**src/rtl/dct_vecrot_prescaling_if.sv**
```systemverilog
// Stream bundle for the DCT pre-scaler: complex sample sink with frame-length
// side channel, and scaled source carrying sop/eop/error/length tags.
interface dct_vecrot_prescaling_if #(
  parameter int wDataIn  = 16,
  parameter int wDataOut = 36
);
  logic                       sink_valid;
  logic                       sink_ready;
  logic signed [wDataIn-1:0]  sink_real;
  logic signed [wDataIn-1:0]  sink_imag;
  logic [11:0]                fftpts_in;

  logic                       source_valid;
  logic                       source_ready;
  logic                       source_sop;
  logic                       source_eop;
  logic signed [wDataOut-1:0] source_real;
  logic signed [wDataOut-1:0] source_imag;
  logic [1:0]                 source_error;
  logic [11:0]                fftpts_out;

  modport master (
    output sink_valid, sink_real, sink_imag, fftpts_in, source_ready,
    input  sink_ready, source_valid, source_sop, source_eop,
           source_real, source_imag, source_error, fftpts_out
  );

  modport slave (
    input  sink_valid, sink_real, sink_imag, fftpts_in, source_ready,
    output sink_ready, source_valid, source_sop, source_eop,
           source_real, source_imag, source_error, fftpts_out
  );
endinterface

```
**src/rtl/dct_vecrot_prescaling.sv**
```systemverilog
// Frames complex samples (sop/eop by latched length) and left-shifts them by 2^16 or 2^17 (2048 pts).
// One-cycle latency, full rate; two-entry output+skid buffer with registered sink_ready.
module dct_vecrot_prescaling #(
  parameter int wDataIn     = 16,
  parameter int wDataOut    = 36,
  parameter int scale_width = 16
) (
  input  logic                    clk,
  input  logic                    rst_n,
  dct_vecrot_prescaling_if.slave  bus
);

  typedef enum logic {IDLE, RUN} state_t;

  typedef struct packed {
    logic                       sop;
    logic                       eop;
    logic [11:0]                pts;
    logic signed [wDataOut-1:0] re;
    logic signed [wDataOut-1:0] im;
  } ent_t;

  state_t      state_q, state_d;
  logic [11:0] cnt_q, cnt_d;
  logic [11:0] len_q, len_d;
  logic [1:0]  err_q, err_d;

  ent_t        out_q, out_d;
  ent_t        skd_q, skd_d;
  logic        out_vld_q, out_vld_d;
  logic        skd_vld_q, skd_vld_d;
  logic        rdy_q;

  logic        in_xfer;
  logic        drain;
  logic        keep;
  logic        push;
  logic        legal;
  logic [11:0] cur_len;
  ent_t        new_ent;
  logic signed [wDataOut-1:0] ext_re;
  logic signed [wDataOut-1:0] ext_im;

  assign in_xfer = bus.sink_valid && rdy_q;
  assign drain   = out_vld_q && bus.source_ready;
  assign push    = in_xfer && keep;
  assign legal   = (bus.fftpts_in != 12'd0) && (bus.fftpts_in <= 12'd2048);
  // Length applying to the current sample: live input at frame start, latched afterwards.
  assign cur_len = (state_q == IDLE) ? bus.fftpts_in : len_q;
  assign ext_re  = {{(wDataOut-wDataIn){bus.sink_real[wDataIn-1]}}, bus.sink_real};
  assign ext_im  = {{(wDataOut-wDataIn){bus.sink_imag[wDataIn-1]}}, bus.sink_imag};

  always_comb begin
    state_d     = state_q;
    cnt_d       = cnt_q;
    len_d       = len_q;
    err_d       = err_q;
    keep        = 1'b0;
    new_ent     = '0;
    new_ent.pts = cur_len;
    if (cur_len == 12'd2048) begin
      new_ent.re = ext_re << (scale_width + 1);
      new_ent.im = ext_im << (scale_width + 1);
    end else begin
      new_ent.re = ext_re << scale_width;
      new_ent.im = ext_im << scale_width;
    end

    case (state_q)
      IDLE: begin
        if (in_xfer) begin
          if (legal) begin
            keep        = 1'b1;
            new_ent.sop = 1'b1;
            len_d       = bus.fftpts_in;
            err_d       = 2'b00;
            if (bus.fftpts_in == 12'd1) begin
              new_ent.eop = 1'b1;
              cnt_d       = 12'd0;
            end else begin
              state_d = RUN;
              cnt_d   = 12'd1;
            end
          end else begin
            err_d = 2'b01;
          end
        end
      end
      RUN: begin
        if (in_xfer) begin
          keep = 1'b1;
          if (cnt_q == len_q - 12'd1) begin
            new_ent.eop = 1'b1;
            cnt_d       = 12'd0;
            state_d     = IDLE;
          end else begin
            cnt_d = cnt_q + 12'd1;
          end
        end
      end
      default: state_d = IDLE;
    endcase
  end

  // Skid entry always has priority over a new sample so order is preserved.
  always_comb begin
    out_d     = out_q;
    out_vld_d = out_vld_q;
    skd_d     = skd_q;
    skd_vld_d = skd_vld_q;
    if (!out_vld_q || drain) begin
      if (skd_vld_q) begin
        out_d     = skd_q;
        out_vld_d = 1'b1;
        skd_vld_d = push;
        if (push) begin
          skd_d = new_ent;
        end
      end else begin
        out_vld_d = push;
        if (push) begin
          out_d = new_ent;
        end
      end
    end else if (push) begin
      skd_d     = new_ent;
      skd_vld_d = 1'b1;
    end
  end

  always_ff @(posedge clk or negedge rst_n) begin
    if (!rst_n) begin
      state_q   <= IDLE;
      cnt_q     <= '0;
      len_q     <= '0;
      err_q     <= 2'b00;
      out_q     <= '0;
      skd_q     <= '0;
      out_vld_q <= 1'b0;
      skd_vld_q <= 1'b0;
      rdy_q     <= 1'b0;
    end else begin
      state_q   <= state_d;
      cnt_q     <= cnt_d;
      len_q     <= len_d;
      err_q     <= err_d;
      out_q     <= out_d;
      skd_q     <= skd_d;
      out_vld_q <= out_vld_d;
      skd_vld_q <= skd_vld_d;
      rdy_q     <= !skd_vld_d;
    end
  end

  assign bus.sink_ready   = rdy_q;
  assign bus.source_valid = out_vld_q;
  assign bus.source_sop   = out_q.sop;
  assign bus.source_eop   = out_q.eop;
  assign bus.source_real  = out_q.re;
  assign bus.source_imag  = out_q.im;
  assign bus.fftpts_out   = out_q.pts;
  assign bus.source_error = err_q;

endmodule

```
**src/flat_wrapper.sv**
```systemverilog
// flat-port wrapper written by rule: the top's interface ports become plain ports
module dct_vecrot_prescaling_flat 
#(
  parameter int wDataIn     = 16,
  parameter int wDataOut    = 36,
  parameter int scale_width = 16
)
  (clk, rst_n, bus_sink_valid, bus_sink_real, bus_sink_imag, bus_fftpts_in, bus_source_ready, bus_sink_ready, bus_source_valid, bus_source_sop, bus_source_eop, bus_source_real, bus_source_imag, bus_source_error, bus_fftpts_out);
  dct_vecrot_prescaling_if #(.wDataIn(wDataIn), .wDataOut(wDataOut)) bus_i ();
  input  logic clk;
  input  logic rst_n;
  input wire logic [$bits(bus_i.sink_valid)-1:0] bus_sink_valid;
  input wire logic [$bits(bus_i.sink_real)-1:0] bus_sink_real;
  input wire logic [$bits(bus_i.sink_imag)-1:0] bus_sink_imag;
  input wire logic [$bits(bus_i.fftpts_in)-1:0] bus_fftpts_in;
  input wire logic [$bits(bus_i.source_ready)-1:0] bus_source_ready;
  output wire logic [$bits(bus_i.sink_ready)-1:0] bus_sink_ready;
  output wire logic [$bits(bus_i.source_valid)-1:0] bus_source_valid;
  output wire logic [$bits(bus_i.source_sop)-1:0] bus_source_sop;
  output wire logic [$bits(bus_i.source_eop)-1:0] bus_source_eop;
  output wire logic [$bits(bus_i.source_real)-1:0] bus_source_real;
  output wire logic [$bits(bus_i.source_imag)-1:0] bus_source_imag;
  output wire logic [$bits(bus_i.source_error)-1:0] bus_source_error;
  output wire logic [$bits(bus_i.fftpts_out)-1:0] bus_fftpts_out;
  assign bus_i.sink_valid = bus_sink_valid;
  assign bus_i.sink_real = bus_sink_real;
  assign bus_i.sink_imag = bus_sink_imag;
  assign bus_i.fftpts_in = bus_fftpts_in;
  assign bus_i.source_ready = bus_source_ready;
  assign bus_sink_ready = bus_i.sink_ready;
  assign bus_source_valid = bus_i.source_valid;
  assign bus_source_sop = bus_i.source_sop;
  assign bus_source_eop = bus_i.source_eop;
  assign bus_source_real = bus_i.source_real;
  assign bus_source_imag = bus_i.source_imag;
  assign bus_source_error = bus_i.source_error;
  assign bus_fftpts_out = bus_i.fftpts_out;
  dct_vecrot_prescaling #(.wDataIn(wDataIn), .wDataOut(wDataOut), .scale_width(scale_width)) u_core (.clk(clk), .rst_n(rst_n), .bus(bus_i));
endmodule
```
**config.mk**
```make
export PLATFORM = sky130hd
export DESIGN_NAME = dct_vecrot_prescaling_flat
export DESIGN_NICKNAME = d
export VERILOG_FILES = /design/src/rtl/dct_vecrot_prescaling_if.sv /design/src/rtl/dct_vecrot_prescaling.sv /design/src/flat_wrapper.sv
export SDC_FILE = /design/constraint.sdc
export NUM_CORES = 1
export LEC_CHECK = 0
export BUFFER_PORTS_ARGS = -buffer_cell sky130_fd_sc_hd__buf_4
export CORE_UTILIZATION = 42
export DETAILED_ROUTE_END_ITERATION = 8
export PLACE_DENSITY = 0.61
export SLEW_MARGIN = 20
export SYNTH_ARGS = -nofsm -noshare
export SYNTH_HDL_FRONTEND = slang
export SYNTH_SLANG_ARGS = --single-unit
```
**constraint.sdc**
```tcl
create_clock -name clk -period 3.1 [get_ports clk]
set_input_delay 0.93 -clock clk [delete_from_list [all_inputs] [get_ports clk]]
set_output_delay 0.93 -clock clk [all_outputs]
set_load 0.02 [all_outputs]
```
* Word level (Yosys, flattened, before mapping)
Cells that the tools add are included.
Word-level totals: word-level logic and storage cells 76, memories 0, ROM bits 0, bits of input ports 48, latch bits 0, flip-flop bits (word level) 202, output and inout bits 90, RAM bits 0
Cells by class: equality and inequality tests 7, add/sub/neg operators 2, bitwise logic cells 1, magnitude comparators 1, multiplexer cells 35, multipliers 0, shift-type cells 0, reductions and logical operators 13, divide/modulo/power cells 0
Operators with widths (number):
- 86-bit 2-to-1 mux | 5
- 68-bit 2-to-1 mux | 1
- 12-bit 2-to-1 mux | 5
- 12-bit one-hot mux with 2 select lines | 1
- 1-bit 2-to-1 mux | 18
- 12-bit by 1-bit adder with 12-bit output (second input constant) | 1
- 12-bit by 1-bit equality test with 1-bit output (second input constant) | 1
- 12-bit equality test | 1
- 12-bit equality test (second input constant) | 1
- 12-bit <= comparator (second input constant) | 1
- 12-bit nonzero test | 1
- 12-bit by 1-bit subtractor with 12-bit output (second input constant) | 1
- 2-bit by 1-bit != test with 1-bit output (second input constant) | 3
- 1-bit one-hot mux with 2 select lines | 3
- 3-bit AND reduction | 2
- 1-bit logical AND | 4
- 2-bit 2-to-1 mux | 2
- 2-bit AND reduction | 2
- 1-bit logical NOT | 2
- 2-bit != test (second input constant) | 1
- 2-bit nonzero test | 1
- 1-bit logical OR | 1
- 1-bit NOT | 1

* Depth between registers and ports, before layout
Gate-level depths: netlist of run 1.
word-level depth 9, depth in mapped cells 10, gate-level depth less buffers 8

* Worst setup path before layout of run 1
OpenSTA, ideal clock, no wires.
kind input-to-reg, start input port bus_fftpts_in[7], end register u_core.out_q, in the netlist u_core.bus.source_eop, arrival time 2782 ps, library setup time 132 ps, buffers on the path 2, setup slack 185 ps, required time 2968 ps, stages 8, cells stage by stage nor4_1 > a21oi_1 > nor3_1 > o21ai_1 > clkbuf_1 > clkbuf_1 > a211oi_1 > o21ai_0
Between the ends: longest elaborated chain between the ends 8, elaborated cells between the ends (all ways) 16, those cells by class order compare (1); eq/ne (1); mux (9); reduce/logical (5)
Ends and longest elaborated chain:
- start: declaration | line flat_wrapper.sv:15 | input wire logic [$bits(bus_i.fftpts_in)-1:0] bus_fftpts_in;
- 12-bit <= comparator or 12-bit nonzero test (tied branches) | line dct_vecrot_prescaling.sv:47 | assign legal = (bus.fftpts_in != 12'd0) && (bus.fftpts_in <= 12'd2048);
- 1-bit logical AND | line dct_vecrot_prescaling.sv:47
- 1-bit 2-to-1 mux | line dct_vecrot_prescaling.sv:72 | if (legal) begin
- 1-bit 2-to-1 mux | line dct_vecrot_prescaling.sv:71 | if (in_xfer) begin
- 1-bit one-hot mux with 2 select lines | line dct_vecrot_prescaling.sv:69 | case (state_q)
- 1-bit logical AND | line dct_vecrot_prescaling.sv:46 | assign push = in_xfer && keep;
- 2-bit nonzero test (no source line)
- 2-bit AND reduction (no source line)
- end signal: assignment | line dct_vecrot_prescaling.sv:147 | out_q <= out_d;
- end: declaration | line dct_vecrot_prescaling.sv:28 | ent_t out_q, out_d;
Parallel ways exist; a longest one is shown, timed or not. The select of a mux whose other input is x is not followed. A chain may end at the register's enable or synchronous reset.

* Worst setup path after layout of run 1
start register u_core.len_q[5], end register u_core.cnt_q[8]
Between the ends: longest elaborated chain between the ends 5
Ends and longest elaborated chain:
- start: declaration | line dct_vecrot_prescaling.sv:25 | logic [11:0] len_q, len_d;
- start signal: assignment | line dct_vecrot_prescaling.sv:145 | len_q <= len_d;
- 12-bit by 1-bit subtractor with 12-bit output | line dct_vecrot_prescaling.sv:92 | if (cnt_q == len_q - 12'd1) begin
- 12-bit equality test | line dct_vecrot_prescaling.sv:92
- 12-bit 2-to-1 mux | line dct_vecrot_prescaling.sv:92
- 12-bit 2-to-1 mux | line dct_vecrot_prescaling.sv:90 | if (in_xfer) begin
- 12-bit one-hot mux with 2 select lines | line dct_vecrot_prescaling.sv:69
- end signal: assignment | line dct_vecrot_prescaling.sv:144 | cnt_q <= cnt_d;
- end: declaration | line dct_vecrot_prescaling.sv:24 | logic [11:0] cnt_q, cnt_d;
Every way passes these cells. The select of a mux whose other input is x is not followed.

==> out/metrics.csv, run 1 <==
stage;metric;value;unit
logic_synthesis;netlist_top_cells_area;dfrtp_1 47%, nand2_1 8.7%, mux2i_1 6.8%;
clock_tree;clk_root_buffer_cell;clkbuf_16;
worst_setup_path;worst-r2r-cell-count;5;
power_and_ir_drop;power;7.96;mW
worst_hold_path;min_path_type;reg -> reg;
routing;final_antenna_net_count;0;
routing;route.detailed.vias_per_inst;5.19;
clock_tree;clock_tree.htree_level_count;4;
power_and_ir_drop;ir_drop;0.425;mV
timing;tightestPinTransition;547;ps
clock_tree;post_cts_resize_count;0;
timing;setup_tns;0;ps
logic_synthesis;yosys_warnings;0;
global_routing;grt_overflow;0;
job;max_cap_viol_count;0;
worst_setup_path;worstSetupPathDepth;5;
power_and_ir_drop;total_leakage_power;4.05;nW
global_routing;grtUsageTotal;0.204;
worst_setup_path;timing.critical_path.slowest_cell_delay;670;ps
place;post-place-ws;-7.86;ps
finish;n_antenna_cell;0;
clock_tree;cts_setup_buffers;0;
timing;finalCriticalPeriod;2820;ps
worst_setup_path;critical_path.reg2reg.endpoint;u_core.cnt_q[8];
floorplanning;dieWidth;128;um
logic_synthesis;post-synth-top-area-fraction;0.472;
timing;final-max-slew-violation-count;0;
worst_setup_path;worstSetupEndpointType;flip-flop;
finish;fillerInstances;1411;
worst_hold_path;hold_path.startpoint;u_core.skd_q[63];
clock_tree;cts_hold_buf;0;
worst_setup_path;worst_path_dominant_cell_family;simple AND/OR/NAND/NOR gates;
finish;sequential_cell_area;3130;um^2
timing;fmaxAchievable;354;MHz
timing;timing.hold.ws;477;ps
clock_tree;clock-sinks;125;
run_status;outcome;finished, final reports clean;
clock_tree;path_clk_slew;50;ps
routing;route.met3.wl;773;um
timing;timing.final.crit_share;0.910;
logic_synthesis;synth_edf_count;0;
worst_setup_path;cp.arrival;3120;ps
timing;hold_viol_final;0;
logic_synthesis;postSynth.asyncResetShare;1.00;
floorplanning;dieArea;16300;um^2
worst_setup_path;reg2reg_setup_slack;280;ps
routing;wl_per_cell;15.3;um
worst_hold_path;holdPathEnd;u_core.skd_q[63];
clock_tree;tritoncts;yes;
finish;layout.core_utilization;0.532;
global_routing;first_global_vias;5074;
logic_synthesis;post-synth-top-count-cell;nand2_1;
logic_synthesis;yosysSeqAreaShare;0.472;
clock_tree;insertion_delay;410;ps
finish;num-nets-final;851;
logic_synthesis;mappedNetlistArea;6630;um^2
routing;top_signal_layer_used;met4;
timing;fin_skew;4.57;ps
floorplanning;num_rows;45;
worst_setup_path;worstPathMaxFanout;15;
routing;detailroute.via_count;5308;
clock_tree;clock_path_buffers;2;
worst_setup_path;path_class;reg -> reg;
logic_synthesis;avgSynthCellArea;9.33;um^2
finish;final_cell_count_no_fill;1022;
finish;layout-area-overhead-vs-synth;22.7;%
worst_setup_path;r2r-start;u_core.len_q[5];
clock_tree;cts-buffers-inserted;17;
timing;grt_setup_unrepaired;false;
finish;postLayoutCellArea;8140;um^2
logic_synthesis;synth-main-ff-cell;dfrtp_1;
worst_setup_path;worst_path_max_delay_cell;a2111o_1;
finish;fraction_of_final_layout_cells_with_drive_strength_greater_than_1;0.243;
timing;timing.final.ws_setup;279;ps
worst_setup_path;path_cells;or4_4 > nor2_1 > or4b_1 > a2111o_1 > a32o_1;
routing;drc_errors;0;
logic_synthesis;postSynthCellCount;711;
floorplanning;floorplan.io_pins;138;
timing;setup-violations-final;0;
worst_hold_path;hold_depth;2;
global_routing;antenna_found_initial;0;
floorplanning;initial_core_util;0.433;
logic_synthesis;synth.ff_latch_count;125;
timing;max_slew_margin;0.632;
routing;firstDrtPassIters;5;
logic_synthesis;synth.lib_cells_used.distinct;48;
worst_setup_path;worstPathBufferInverterCount;0;
worst_setup_path;crit_required;3400;ps
place;dp.cells;993;
global_routing;pin_count_of_the_biggest_net_entering_global_routing;67;
routing;routed_wirelength;15.6;mm
global_routing;grt_first_pass_wirelength;25.9;mm
place;port_buffers;104;
power_and_ir_drop;power_density_relative_to_cell_area;977;nW/um^2
logic_synthesis;synth_common_cells;153 x nand2_1, 125 x dfrtp_1, 71 x o21ai_0, 45 x mux2i_1, 40 x clkbuf_1;
logic_synthesis;synth_top_cell_by_area;dfrtp_1;
place;hpwl_detailed;11.1;mm
floorplanning;design.core.area;15300;um^2
routing;dr.first_iter.drc_count;336;
floorplanning;die_h;128;um
routing;met2WireLength;7.44;mm
place;postPlaceCellArea;7590;um^2
routing;drt-met1-wl;7.11;mm
finish;area_used_by_multi_input_combinational_logic;3130;um^2
place;finalWeightedCongestion;0.865;
worst_setup_path;cp-start-kind;flip-flop;
==> layout make-up <==
| cell class | instances | share of cell area |
|---|---|---|
| timing repair buffer | 126 | 0.127 |
| inverter | 9 | 0.00415 |
| multi-input combinational | 522 | 0.385 |
| sequential | 125 | 0.384 |
| clock buffer | 23 | 0.0599 |
| clock inverter | 6 | 0.00768 |
| tap | 211 | 0.0324 |
==> routing by layer <==
metal / global-route usage / up-vias
li1: - / 2585
met1: 0.278 / 2548
met2: 0.318 / 154
met3: 0.0442 / 21
met4: 0.0789 / 0
met5: 0 / -
==> worst register-to-register path: cells and delay by family, from the launching register on <==
kind / cells / cell delay [ps]
AOI/OAI and AO/OA: 2 / 1030
and+or+nand+nor: 3 / 1200
DFF: 1 / 480
==> placed cells by master (no fill, tap or decap), types with 8 or more instances in the layout <==
master     instances
nand2_1          152
dfrtp_1          125
buf_4            119
o21ai_0           71
mux2i_1           45
mux2_2            35
conb_1            33
nor2_1            29
a21oi_1           21
clkbuf_16         17
nor3_1            13
a21o_1            13
a32o_1            12
nand3_1           10
a211oi_1          10
inv_1              8
==> worst max path at each step <==
stage / start / slack, ps / end
floorplan: bus_fftpts_in[7] / 190 / u_core.bus.source_eop
global placement: bus_fftpts_in[7] / 40 / u_core.skd_q[24]
detailed placement: bus_fftpts_in[7] / -8 / u_core.skd_q[67]
CTS: u_core.len_q[5] / 270 / u_core.cnt_q[8]
global route: u_core.len_q[1] / 160 / u_core.bus.source_eop
finish: u_core.len_q[5] / 280 / u_core.cnt_q[8]
==> registers in the layout (all words and copies together), names as in the netlist <==
| name | cells |
|---|---|
| u_core.bus.fftpts_out | 12 |
| u_core.bus.sink_ready | 1 |
| u_core.bus.source_eop | 1 |
| u_core.bus.source_error | 1 |
| u_core.bus.source_imag | 17 |
| u_core.bus.source_real | 17 |
| u_core.bus.source_sop | 1 |
| u_core.bus.source_valid | 1 |
| u_core.cnt_q | 12 |
| u_core.len_q | 12 |
| u_core.skd_q | 48 |
| u_core.skd_vld_q | 1 |
| u_core.state_q | 1 |
==> kinds of logic after synthesis <==
| logic type | share of synthesized area |
|---|---|
| other cells | 0.000565 |
| flops | 0.472 |
| compound gates | 0.137 |
| fa+ha+maj | 0.00377 |
| mux | 0.127 |
| simple gates | 0.165 |
| xor+xnor | 0.0158 |
| buf+inv | 0.0790 |
==> power breakdown <==
group | switching, mW | internal [mW] | leakage, nW
logic | 1.79 | 1.40 | 2.26
registers | 0.584 | 2.34 | 1.52
clock network | 0.677 | 1.17 | 0.263
total | 3.05 | 4.91 | 4.05
(Power assumes the default switching activity.)
==> run 2, diff against run 1 <==
==> constraint.sdc (replaced) <==
create_clock -name clk -period 2.7 [get_ports clk]
set_input_delay 0.81 -clock clk [delete_from_list [all_inputs] [get_ports clk]]
set_output_delay 0.81 -clock clk [all_outputs]
set_load 0.02 [all_outputs]
==> out/metrics.csv, run 2 (same netlist as run 1, synthesis figures left out) <==
stage;metric;value;unit;change
routing;drc_errors;0;;unchanged
routing;final_antenna_net_count;0;;unchanged
routing;route.detailed.vias_per_inst;5.05;;-2.8%
finish;area_used_by_multi_input_combinational_logic;3140;um^2;+0.36%
place;hpwl_detailed;11.5;mm;+3.5%
timing;setup-violations-final;0;;unchanged
worst_setup_path;r2r-start;u_core.len_q[8];;
power_and_ir_drop;netSwitchingPower;3.58;mW;+18%
worst_setup_path;reg2reg_setup_slack;150;ps;-120 ps
place;port_buffers;104;;unchanged
finish;postLayoutCellArea;8490;um^2;+4.3%
floorplanning;floorplan.io_pins;138;;unchanged
routing;wl_per_cell;15.1;um;-1.5%
finish;layout_commonest_cell;buf_4;;
timing;fmaxAchievable;393;MHz;+11%
finish;max_reg_flops;48;;unchanged
power_and_ir_drop;ir_drop;0.508;mV;+20%
global_routing;antenna_found_initial;0;;unchanged
routing;routed_wirelength;16.0;mm;+2.2%
power_and_ir_drop;power.share.combinational;0.402;;about the same
floorplanning;num_rows;45;;unchanged
finish;layout.cells.most_common_list;155 x buf_4, 152 x nand2_1, 124 x dfrtp_1;;
worst_setup_path;crit_path_start;u_core.len_q[8];;
floorplanning;die_h;128;um;unchanged
routing;dr.first_iter.drc_count;321;;-4.5%
timing;hold_viol_final;0;;unchanged
finish;registers.top_by_ff_count;u_core.skd_q;;
finish;layout-area-overhead-vs-synth;28.0;%;
worst_setup_path;critical_path.reg2reg.endpoint;u_core.cnt_q[3];;
power_and_ir_drop;total_leakage_power;4.26;nW;+5.2%
clock_tree;cts-buffers-inserted;17;;unchanged
power_and_ir_drop;power.share.switching;0.372;;-0.0105
worst_setup_path;cp-start-kind;flip-flop;;
worst_setup_path;path_class;reg -> reg;;
power_and_ir_drop;clock_power_share;0.254;;+0.022
worst_setup_path;worst-r2r-cell-count;6;;+1
global_routing;first_global_vias;5256;;+3.6%
worst_setup_path;cp.arrival;2840;ps;-280 ps
clock_tree;clock_tree.htree_level_count;4;;unchanged
timing;max_slew_margin;0.536;;-0.0960
timing;timing.final.crit_share;0.943;;+0.0325
timing;finalCriticalPeriod;2550;ps;-276 ps
place;finalWeightedCongestion;0.912;;+5.5%
clock_tree;cts_hold_buf;0;;unchanged
timing;fin_skew;7.40;ps;+2.83 ps
power_and_ir_drop;power;9.62;mW;+21%
global_routing;grtUsageTotal;0.207;;+0.00297
routing;firstDrtPassIters;4;;-1
floorplanning;dieArea;16300;um^2;unchanged
floorplanning;initial_core_util;0.433;;unchanged
global_routing;grt_overflow;0;;unchanged
timing;tightestPinTransition;696;ps;+149 ps
global_routing;grt_first_pass_wirelength;26.2;mm;+1.2%
clock_tree;insertion_delay;420;ps;about the same
finish;sequential_cell_area;3130;um^2;about the same
clock_tree;path_clk_slew;50;ps;about the same
power_and_ir_drop;power_report.internal_total;6.04;mW;+23%
worst_setup_path;worstPathMaxFanout;15;;unchanged
worst_setup_path;endpoint;u_core.cnt_q[3];;
power_and_ir_drop;pwr-share-seq;0.344;;-0.023
worst_setup_path;crit_required;3000;ps;-400 ps
clock_tree;clk_root_buffer_cell;clkbuf_16;;
power_and_ir_drop;power_density_relative_to_cell_area;1130;nW/um^2;+16%
job;max_cap_viol_count;0;;unchanged
finish;fraction_of_final_layout_cells_with_drive_strength_greater_than_1;0.280;;+0.0374
floorplanning;dieWidth;128;um;unchanged
clock_tree;cts_setup_buffers;0;;unchanged
timing;final-max-slew-violation-count;0;;unchanged
floorplanning;design.core.area;15300;um^2;unchanged
worst_hold_path;min_path_type;in -> async;;
clock_tree;clock-sinks;125;;unchanged
global_routing;pin_count_of_the_biggest_net_entering_global_routing;126;;+88%
clock_tree;tritoncts;yes;;
place;postPlaceCellArea;7850;um^2;+3.4%
routing;detailroute.via_count;5353;;+0.85%
clock_tree;clock_path_buffers;2;;unchanged
run_status;outcome;finished, final reports clean;;
timing;grt_setup_unrepaired;false;;
finish;n_antenna_cell;0;;unchanged
worst_setup_path;worstSetupEndpointType;flip-flop;;
finish;num-nets-final;886;;+4.1%
finish;fillerInstances;1394;;-1.2%
[run 2: how the worst min path moves through the flow]
stage | slack (ps) | startpoint | endpoint | cells past startpoint
after detailed placement | 460 | u_core.skd_q[66] | u_core.skd_q[66] | 2
after global routing | 490 | u_core.skd_q[24] | u_core.skd_q[24] | 2
after CTS | 480 | u_core.skd_q[24] | u_core.skd_q[24] | 2
after floorplan | 440 | u_core.skd_q[17] | u_core.skd_q[17] | 2
after global placement | 460 | u_core.skd_q[63] | u_core.skd_q[63] | 2
final | 470 | rst_n | u_core.bus.fftpts_out[9] | 2
[run 2: layout make-up]
| type | count | share of cell area |
|---|---|---|
| clock buffers | 22 | 0.0559 |
| clock inverters | 10 | 0.0189 |
| inverters | 9 | 0.00398 |
| multi-input cells | 522 | 0.370 |
| flip-flops and latches | 125 | 0.369 |
| well taps | 211 | 0.0311 |
| repair buffers | 161 | 0.151 |
[run 2: critical path, stage by stage (launching register included)]
cell      delay [ps]
dfrtp_1          390
or4_4            570
nor2_1           130
or4b_1           440
a2111o_1         430
buf_4            200
a32o_1           260
[run 2: layer usage]
metal	vias to the layer above	global-route usage	wire, um
met1	2541	0.279	7440
met4	0	0.0934	409
met5	-	0	0
li1	2650	-	-
met3	24	0.0405	562
met2	138	0.323	7540
[run 2: what timing repair did]
action | CTS | global route
endpoints found under the hold margin | 0 | 0
gates resized for setup | 0 | 3
setup endpoints to repair | 0 | 17
[run 2: metrics by stage]
step,setup slack (ps),hold slack (ps),util,setup TNS [ps],cells
floorplan,0.593,445,-,0,743
global placement,-62.6,456,0.512,-1600,1028
detailed placement,-121,462,0.512,-3860,1028
CTS,152,477,0.554,0,1060
global route,35.8,491,0.554,0,1060
finish,155,470,0.554,0,1060
[run 2: power groups by stage]
| stage | Combinational, mW | Clock, mW | Sequential, mW |
|---|---|---|---|
| 2_1_floorplan | 2.22 | 0 | 3.55 |
| 3_3_place_gp | 3.80 | 0 | 3.29 |
| 3_5_place_dp | 3.89 | 0 | 3.33 |
| 4_1_cts | 3.90 | 2.50 | 3.31 |
| 5_1_grt | 4.31 | 2.58 | 3.41 |
| 6_report | 3.87 | 2.45 | 3.31 |
